`src/rtl/pmu_pg_pkg.sv`:
```
// Shared state encoding and width defaults for the core power-gating sequencer.
// SAVE/RESTORE codes stay reserved even when PMU_PG_RETENTION_EN is undefined.
package pmu_pg_pkg;

  localparam int DLY_W_DEF = 8;
  localparam int TO_W_DEF  = 12;

  localparam logic [3:0] ST_IDLE    = 4'd0;
  localparam logic [3:0] ST_RST_ON  = 4'd1;
  localparam logic [3:0] ST_ISO_ON  = 4'd2;
  localparam logic [3:0] ST_SLP_REQ = 4'd3;
  localparam logic [3:0] ST_SAVE    = 4'd4;
  localparam logic [3:0] ST_PSW_OFF = 4'd5;
  localparam logic [3:0] ST_OFF     = 4'd6;
  localparam logic [3:0] ST_PSW_ON  = 4'd7;
  localparam logic [3:0] ST_RESTORE = 4'd8;
  localparam logic [3:0] ST_ISO_OFF = 4'd9;
  localparam logic [3:0] ST_RST_OFF = 4'd10;

  function automatic int max_w(input int a, input int b);
    return (a > b) ? a : b;
  endfunction

  // Steps that last step_dly+1 cycles
  function automatic logic is_timed_step(input logic [3:0] s);
    return s inside {ST_RST_ON, ST_ISO_ON, ST_SAVE, ST_RESTORE, ST_ISO_OFF, ST_RST_OFF};
  endfunction

endpackage

```
`src/rtl/pmu_pg_timer.sv`:
```
// Loadable down-counter: expire pulses for one cycle when an armed count reaches zero, then disarms.
// Shared by step delays and power-switch timeouts; zero_dis loads the counter disarmed.
module pmu_pg_timer #(
  parameter int W = 12
) (
  input  logic         clk,
  input  logic         rst_b,
  input  logic         load,
  input  logic [W-1:0] load_val,
  input  logic         zero_dis,
  input  logic         en,
  output logic         expire
);

  logic [W-1:0] cnt;
  logic         armed;

  assign expire = en && armed && (cnt == '0);

  always_ff @(posedge clk) begin
    if (!rst_b) begin
      cnt   <= '0;
      armed <= 1'b0;
    end else if (load) begin
      cnt   <= load_val;
      armed <= ~zero_dis;
    end else if (en && armed) begin
      if (cnt == '0) armed <= 1'b0;
      else           cnt   <= cnt - W'(1);
    end
  end

endmodule

```
`src/rtl/pmu_pg_seq.sv`:
```
// Core power-gating sequencer: reset -> isolation -> sleep handshake -> switch off, and back on wakeup.
// Outputs are registered from the next state; PMU_PG_RETENTION_EN adds the SAVE/RESTORE steps and ports.
module pmu_pg_seq
  import pmu_pg_pkg::*;
#(
  parameter int DLY_W = DLY_W_DEF,
  parameter int TO_W  = TO_W_DEF,
  parameter int CNT_W = max_w(DLY_W, TO_W)
) (
  input  logic             pmu_clk,
  input  logic             pad_cpu_rst_b,
  input  logic             pg_req,
  input  logic             wakeup,
  input  logic [DLY_W-1:0] step_dly,
  input  logic [TO_W-1:0]  psw_timeout,
  input  logic             err_clr,
  input  logic             corec_pmu_sleep_out,
  input  logic             psw_ack,
  output logic             pg_rst_b,
  output logic             pg_iso,
  output logic             pmu_corec_sleep_in,
  output logic             psw_en,
  output logic             pg_busy,
  output logic             pg_done,
  output logic             pg_err
`ifdef PMU_PG_RETENTION_EN
  ,
  output logic             ret_save,
  output logic             ret_restore
`endif
);

`ifdef PMU_PG_RETENTION_EN
  localparam logic [3:0] SLP_NEXT = ST_SAVE;
  localparam logic [3:0] PSW_NEXT = ST_RESTORE;
`else
  localparam logic [3:0] SLP_NEXT = ST_PSW_OFF;
  localparam logic [3:0] PSW_NEXT = ST_ISO_OFF;
`endif

  logic [3:0]       state;
  logic [3:0]       state_nx;
  logic             err_set;
  logic             tmr_load;
  logic             tmr_dis;
  logic             tmr_en;
  logic             tmr_exp;
  logic [CNT_W-1:0] tmr_val;

  always_comb begin
    state_nx = state;
    err_set  = 1'b0;
    case (state)
      ST_IDLE:    if (pg_req && !pg_err) state_nx = ST_RST_ON;
      ST_RST_ON:  if (tmr_exp) state_nx = ST_ISO_ON;
      ST_ISO_ON:  if (tmr_exp) state_nx = ST_SLP_REQ;
      ST_SLP_REQ: begin
        if (corec_pmu_sleep_out) state_nx = SLP_NEXT;
        else if (!pg_req)        state_nx = ST_ISO_OFF;
      end
      ST_PSW_OFF: begin
        if (!psw_ack) begin
          state_nx = ST_OFF;
        end else if (tmr_exp) begin
          state_nx = ST_PSW_ON;
          err_set  = 1'b1;
        end
      end
      ST_OFF:     if (wakeup) state_nx = ST_PSW_ON;
      // Timeout while powering up only flags the error; the domain must still come up.
      ST_PSW_ON: begin
        if (psw_ack)      state_nx = PSW_NEXT;
        else if (tmr_exp) err_set  = 1'b1;
      end
`ifdef PMU_PG_RETENTION_EN
      ST_SAVE:    if (tmr_exp) state_nx = ST_PSW_OFF;
      ST_RESTORE: if (tmr_exp) state_nx = ST_ISO_OFF;
`endif
      ST_ISO_OFF: if (tmr_exp) state_nx = ST_RST_OFF;
      ST_RST_OFF: if (tmr_exp) state_nx = ST_IDLE;
      default:    state_nx = ST_IDLE;
    endcase
  end

  // The timer is reloaded on every state change, so each delay value is captured at step entry.
  always_comb begin
    tmr_load = (state_nx != state);
    tmr_val  = '0;
    tmr_dis  = 1'b1;
    if (is_timed_step(state_nx)) begin
      tmr_val = CNT_W'(step_dly);
      tmr_dis = 1'b0;
    end else if (state_nx == ST_PSW_OFF || state_nx == ST_PSW_ON) begin
      tmr_val = CNT_W'(psw_timeout - TO_W'(1));
      tmr_dis = (psw_timeout == '0);
    end
  end

  assign tmr_en = (state != ST_IDLE);

  pmu_pg_timer #(
    .W (CNT_W)
  ) u_timer (
    .clk      (pmu_clk),
    .rst_b    (pad_cpu_rst_b),
    .load     (tmr_load),
    .load_val (tmr_val),
    .zero_dis (tmr_dis),
    .en       (tmr_en),
    .expire   (tmr_exp)
  );

  always_ff @(posedge pmu_clk) begin
    if (!pad_cpu_rst_b) begin
      state              <= ST_IDLE;
      pg_rst_b           <= 1'b1;
      pg_iso             <= 1'b0;
      pmu_corec_sleep_in <= 1'b0;
      psw_en             <= 1'b1;
      pg_busy            <= 1'b0;
      pg_done            <= 1'b0;
      pg_err             <= 1'b0;
    end else begin
      state              <= state_nx;
      pg_rst_b           <= (state_nx == ST_IDLE);
      pg_iso             <= state_nx inside {ST_ISO_ON, ST_SLP_REQ, ST_SAVE, ST_PSW_OFF,
                                             ST_OFF, ST_PSW_ON, ST_RESTORE, ST_ISO_OFF};
      pmu_corec_sleep_in <= state_nx inside {ST_SLP_REQ, ST_SAVE, ST_PSW_OFF, ST_OFF};
      psw_en             <= !(state_nx inside {ST_PSW_OFF, ST_OFF});
      pg_busy            <= (state_nx != ST_IDLE);
      pg_done            <= (state == ST_RST_OFF) && (state_nx == ST_IDLE);
      pg_err             <= err_set | (pg_err & ~err_clr);
    end
  end

`ifdef PMU_PG_RETENTION_EN
  always_ff @(posedge pmu_clk) begin
    if (!pad_cpu_rst_b) begin
      ret_save    <= 1'b0;
      ret_restore <= 1'b0;
    end else begin
      ret_save    <= (state_nx == ST_SAVE);
      ret_restore <= (state_nx == ST_RESTORE);
    end
  end
`endif

endmodule

```
`config.mk`:
```
export PLATFORM = sky130hd
export DESIGN_NAME = pmu_pg_seq
export DESIGN_NICKNAME = d
export VERILOG_FILES = /design/src/rtl/pmu_pg_pkg.sv /design/src/rtl/pmu_pg_timer.sv /design/src/rtl/pmu_pg_seq.sv
export SDC_FILE = /design/constraint.sdc
export NUM_CORES = 1
export LEC_CHECK = 0
export CORE_MARGIN = 3
export CORE_UTILIZATION = 58
export CTS_BUF_LIST = sky130_fd_sc_hd__clkbuf_8
export DETAILED_ROUTE_END_ITERATION = 10
export HOLD_SLACK_MARGIN = 0.15
export MAX_ROUTING_LAYER = met4
export PLACE_DENSITY = 0.88
export RECOVER_POWER = 25
export SYNTH_ARGS = -nofsm -noshare
export SYNTH_HDL_FRONTEND = slang
export SYNTH_HIERARCHICAL = 1
export SYNTH_SLANG_ARGS = --single-unit
```
`constraint.sdc`:
```
create_clock -name pmu_clk -period 5.5 [get_ports pmu_clk]
set_input_delay 1.1 -clock pmu_clk [delete_from_list [all_inputs] [get_ports pmu_clk]]
set_output_delay 1.1 -clock pmu_clk [all_outputs]
set_load 0.02 [all_outputs]
```
==> metrics.json <==
{
  "global_route": {
    "track_usage": 0.2250,
    "global_route_wire_length_before_repair_um": 6320,
    "grt_start_max_net_pins": 26,
    "grt_pass1_vias": 1382,
    "grt_remaining_overflow": 0,
    "antenna_found_initial": 0
  },
  "synthesis": {
    "yosys_warnings": 6,
    "netlist-cell-type-count": 53,
    "asyncSetResetFlopFracSynth": 0,
    "synth.top_cells.by_area": "sky130_fd_sc_hd__dfxtp_1 (27%), sky130_fd_sc_hd__o21ai_0 (5.1%), sky130_fd_sc_hd__xnor2_1 (4.5%)",
    "syn-instance-count": 214,
    "syn_nets": 244,
    "yosys.cell_count.top_type": "sky130_fd_sc_hd__dfxtp_1",
    "synth-seq-cells": 24,
    "commonest_cells_in_the_netlist": "sky130_fd_sc_hd__dfxtp_1 (24), sky130_fd_sc_hd__o21ai_0 (18), sky130_fd_sc_hd__nor2_1 (16)",
    "netlist_area_sq_mm": 0.001768,
    "synth-edff-count": 0,
    "syn_avg_cell_area_sq_um": 8.261,
    "yosys.area.top_type": "sky130_fd_sc_hd__dfxtp_1",
    "synthFlopType": "sky130_fd_sc_hd__dfxtp_1",
    "sequential_cell_area_fraction_in_the_yosys_report": 0.2718,
    "post-synth-top-area-fraction": 0.2718
  },
  "hold_path": {
    "hold-path-endpoint": "pg_err",
    "worstHoldPathCells": 2,
    "hold_path_class": "reg2reg",
    "min_from": "pg_err"
  },
  "sta": {
    "final_period_minus_worst_setup_slack_ns": 3.734,
    "slew-limit-headroom": 0.5647,
    "rsz_0062_raised_after_global_routing": "no",
    "worst_pin_slew_ns": 0.6522,
    "final_max_slew_viol_count": 0,
    "setup_viol": 0,
    "max_freq_mhz": 267.8,
    "timing.clock.skew_ns": 0.001876,
    "hold_violations": 0,
    "finalSetupTns_ns": 0,
    "finalHoldWorstSlack_ns": 0.4957,
    "timing.final.crit_share": 0.6789,
    "fin_ws_ns": 1.766
  },
  "critical_path": {
    "rr_worst_depth": 12,
    "rr_endpoint": "u_timer/cnt[6]",
    "setup.worst_path.end_class": "flip-flop",
    "critical_path_arrival_ns": 3.93,
    "worst-r2r-setup-slack_ns": 1.77,
    "worstPathMaxFanout": 25,
    "reg2reg_from": "u_timer/cnt[0]",
    "criticalPathCategory": "reg2reg",
    "timing.critical_path.from_type": "flip-flop",
    "worst_ep_required_time_ns": 5.69
  },
  "die": {
    "pin_count": 34,
    "initial_core_util": 0.6249,
    "core-area_sq_mm": 0.002829,
    "die_h_um": 61.21,
    "fp.dieW_um": 61.21,
    "rows": 19,
    "die_area_sq_mm": 0.003747
  },
  "power": {
    "ir_worst_vdd_v": 0.0001269,
    "total_power_per_unit_cell_area_mw_per_mm2": 213.4,
    "total_leakage_power_uw": 0.0007544
  },
  "layout": {
    "area_delta_synth_final_pct": 20.52,
    "layout.nets": 270,
    "antenna-diode-count": 0,
    "drive_above_1_share": 0.09205,
    "fillCellCount": 204
  },
  "clock_tree": {
    "tritoncts": "done",
    "post_cts_hold_buffer_count": 0,
    "cts-htree-levels": 1,
    "cts_setup_buffers": 0,
    "cts_root_buf": "sky130_fd_sc_hd__clkbuf_8",
    "numCtsBuffers": 3,
    "clock_insertion_delay_worst_skew_ns": 0.26,
    "cts.reportedPaths.clkPinSlew_ns": 0.09,
    "postCtsResizedCells": 0,
    "clock_sink_count": 24,
    "longest_clk_path_bufs": 2
  },
  "placement": {
    "numPortBuffers": 33,
    "dp.final_hpwl_um": 2983,
    "routabilityCongestion": 0.8130,
    "dp_worst_setup_slack_ns": 1.819
  },
  "routing": {
    "routed-via-count": 1671,
    "wl_per_cell_um": 14.28,
    "drt-pass1-iter-count": 4,
    "drt_iter0_drc": 59,
    "final_antenna_net_count": 0,
    "route.detailed.drc": 0,
    "vias_per_cell": 6.189,
    "wl_um": 3855
  },
  "run": {
    "maxCapViolations": 0
  },
  "run_status": {
    "status": "complete, no violations"
  }
}
==> cell type report <==
cell class	instances	area, sq um	area share
flip-flops and latches	24	480.5	0.2255
well taps	31	38.79	0.01820
repair buffers	33	330.3	0.1550
clock buffers	4	55.05	0.02584
inverters	7	26.28	0.01233
multi-input cells	171	1200	0.5631
==> where the power goes <==
part	switching, uW	leakage [uW]	total (uW)	internal (uW)
Clock	55.6	0.0000288	119	63.8
Sequential	14.1	0.000197	202	188
Combinational	69.3	0.000529	133	63.8
Total	139	0.000754	455	316
==> flip-flops by register name, summed over array words and instances, names as in the netlist <==
signal and flops:
pg_busy 1, pg_done 1, pg_err 1, pg_iso 1, pg_rst_b 1, pmu_corec_sleep_in 1
psw_en 1, state 4, u_timer/armed 1, u_timer/cnt 12
==> routing by layer <==
layer | track usage | up-vias | routed length (um)
met3 | 0.03564 | 0 | 238
met2 | 0.3308 | 65 | 1698
met5 | - | - | 0
li1 | - | 850 | -
met4 | 0.03096 | 0 | 0
met1 | 0.3304 | 756 | 1918
==> cells in the final DEF (no fill, tap or decap), types with 5 or more instances in the layout <==
cell type and n:
sky130_fd_sc_hd__clkdlybuf4s50_1 26, sky130_fd_sc_hd__dfxtp_1 24, sky130_fd_sc_hd__o21ai_0 18, sky130_fd_sc_hd__nor2_1 16, sky130_fd_sc_hd__nand2_1 13, sky130_fd_sc_hd__a31oi_1 9, sky130_fd_sc_hd__xnor2_1 9, sky130_fd_sc_hd__nor3_1 9
sky130_fd_sc_hd__o22ai_1 8, sky130_fd_sc_hd__inv_1 7, sky130_fd_sc_hd__a21oi_1 7, sky130_fd_sc_hd__or4_1 7, sky130_fd_sc_hd__dlygate4sd3_1 7, sky130_fd_sc_hd__nand2b_1 5
==> critical path: stages, from the launching register on <==
cell                       delay, ns
sky130_fd_sc_hd__dfxtp_1        0.34
sky130_fd_sc_hd__inv_1          0.10
sky130_fd_sc_hd__ha_1           0.14
sky130_fd_sc_hd__or4b_4         0.48
sky130_fd_sc_hd__nor2_1         0.41
sky130_fd_sc_hd__and3_1         0.34
sky130_fd_sc_hd__and2b_1        0.15
sky130_fd_sc_hd__o211ai_1       0.09
sky130_fd_sc_hd__o211a_1        0.30
sky130_fd_sc_hd__a211o_1        0.40
sky130_fd_sc_hd__inv_1          0.50
sky130_fd_sc_hd__o21ai_0        0.23
sky130_fd_sc_hd__a31oi_1        0.17
==> logic make-up after synthesis <==
logic type / count (synthesis) / share of synthesized area
xor+xnor: 13 / 0.07502
mux: 2 / 0.01415
flops: 24 / 0.2718
fa+ha+maj: 3 / 0.02123
compound gates: 64 / 0.2555
buf+inv: 19 / 0.04954
simple gates: 89 / 0.3128
==> through the flow <==
stage | area [sq um] | total power, uW | utilization | std cells
after floorplan | 1768 | 294.3 | - | 214
after global placement | 2076 | 335.2 | 0.7337 | 266
after detailed placement | 2076 | 337.5 | 0.7337 | 266
after CTS | 2131 | 455.4 | 0.7532 | 270
after global routing | 2131 | 476.8 | 0.7532 | 270
final | 2131 | 454.7 | 0.7532 | 270
==> how the worst max path moves through the flow <==
stage,startpoint,slack [ns],cells past startpoint,endpoint
floorplan,u_timer/cnt[0],2.40,14,u_timer/cnt[4]
global placement,psw_ack,1.89,9,u_timer/cnt[0]
detailed placement,u_timer/cnt[0],1.82,12,u_timer/cnt[6]
CTS,u_timer/cnt[0],1.81,12,u_timer/cnt[6]
global route,u_timer/cnt[0],1.43,12,u_timer/cnt[3]
finish,u_timer/cnt[0],1.77,12,u_timer/cnt[6]
No activity file was read; power rests on OpenSTA's default activity.
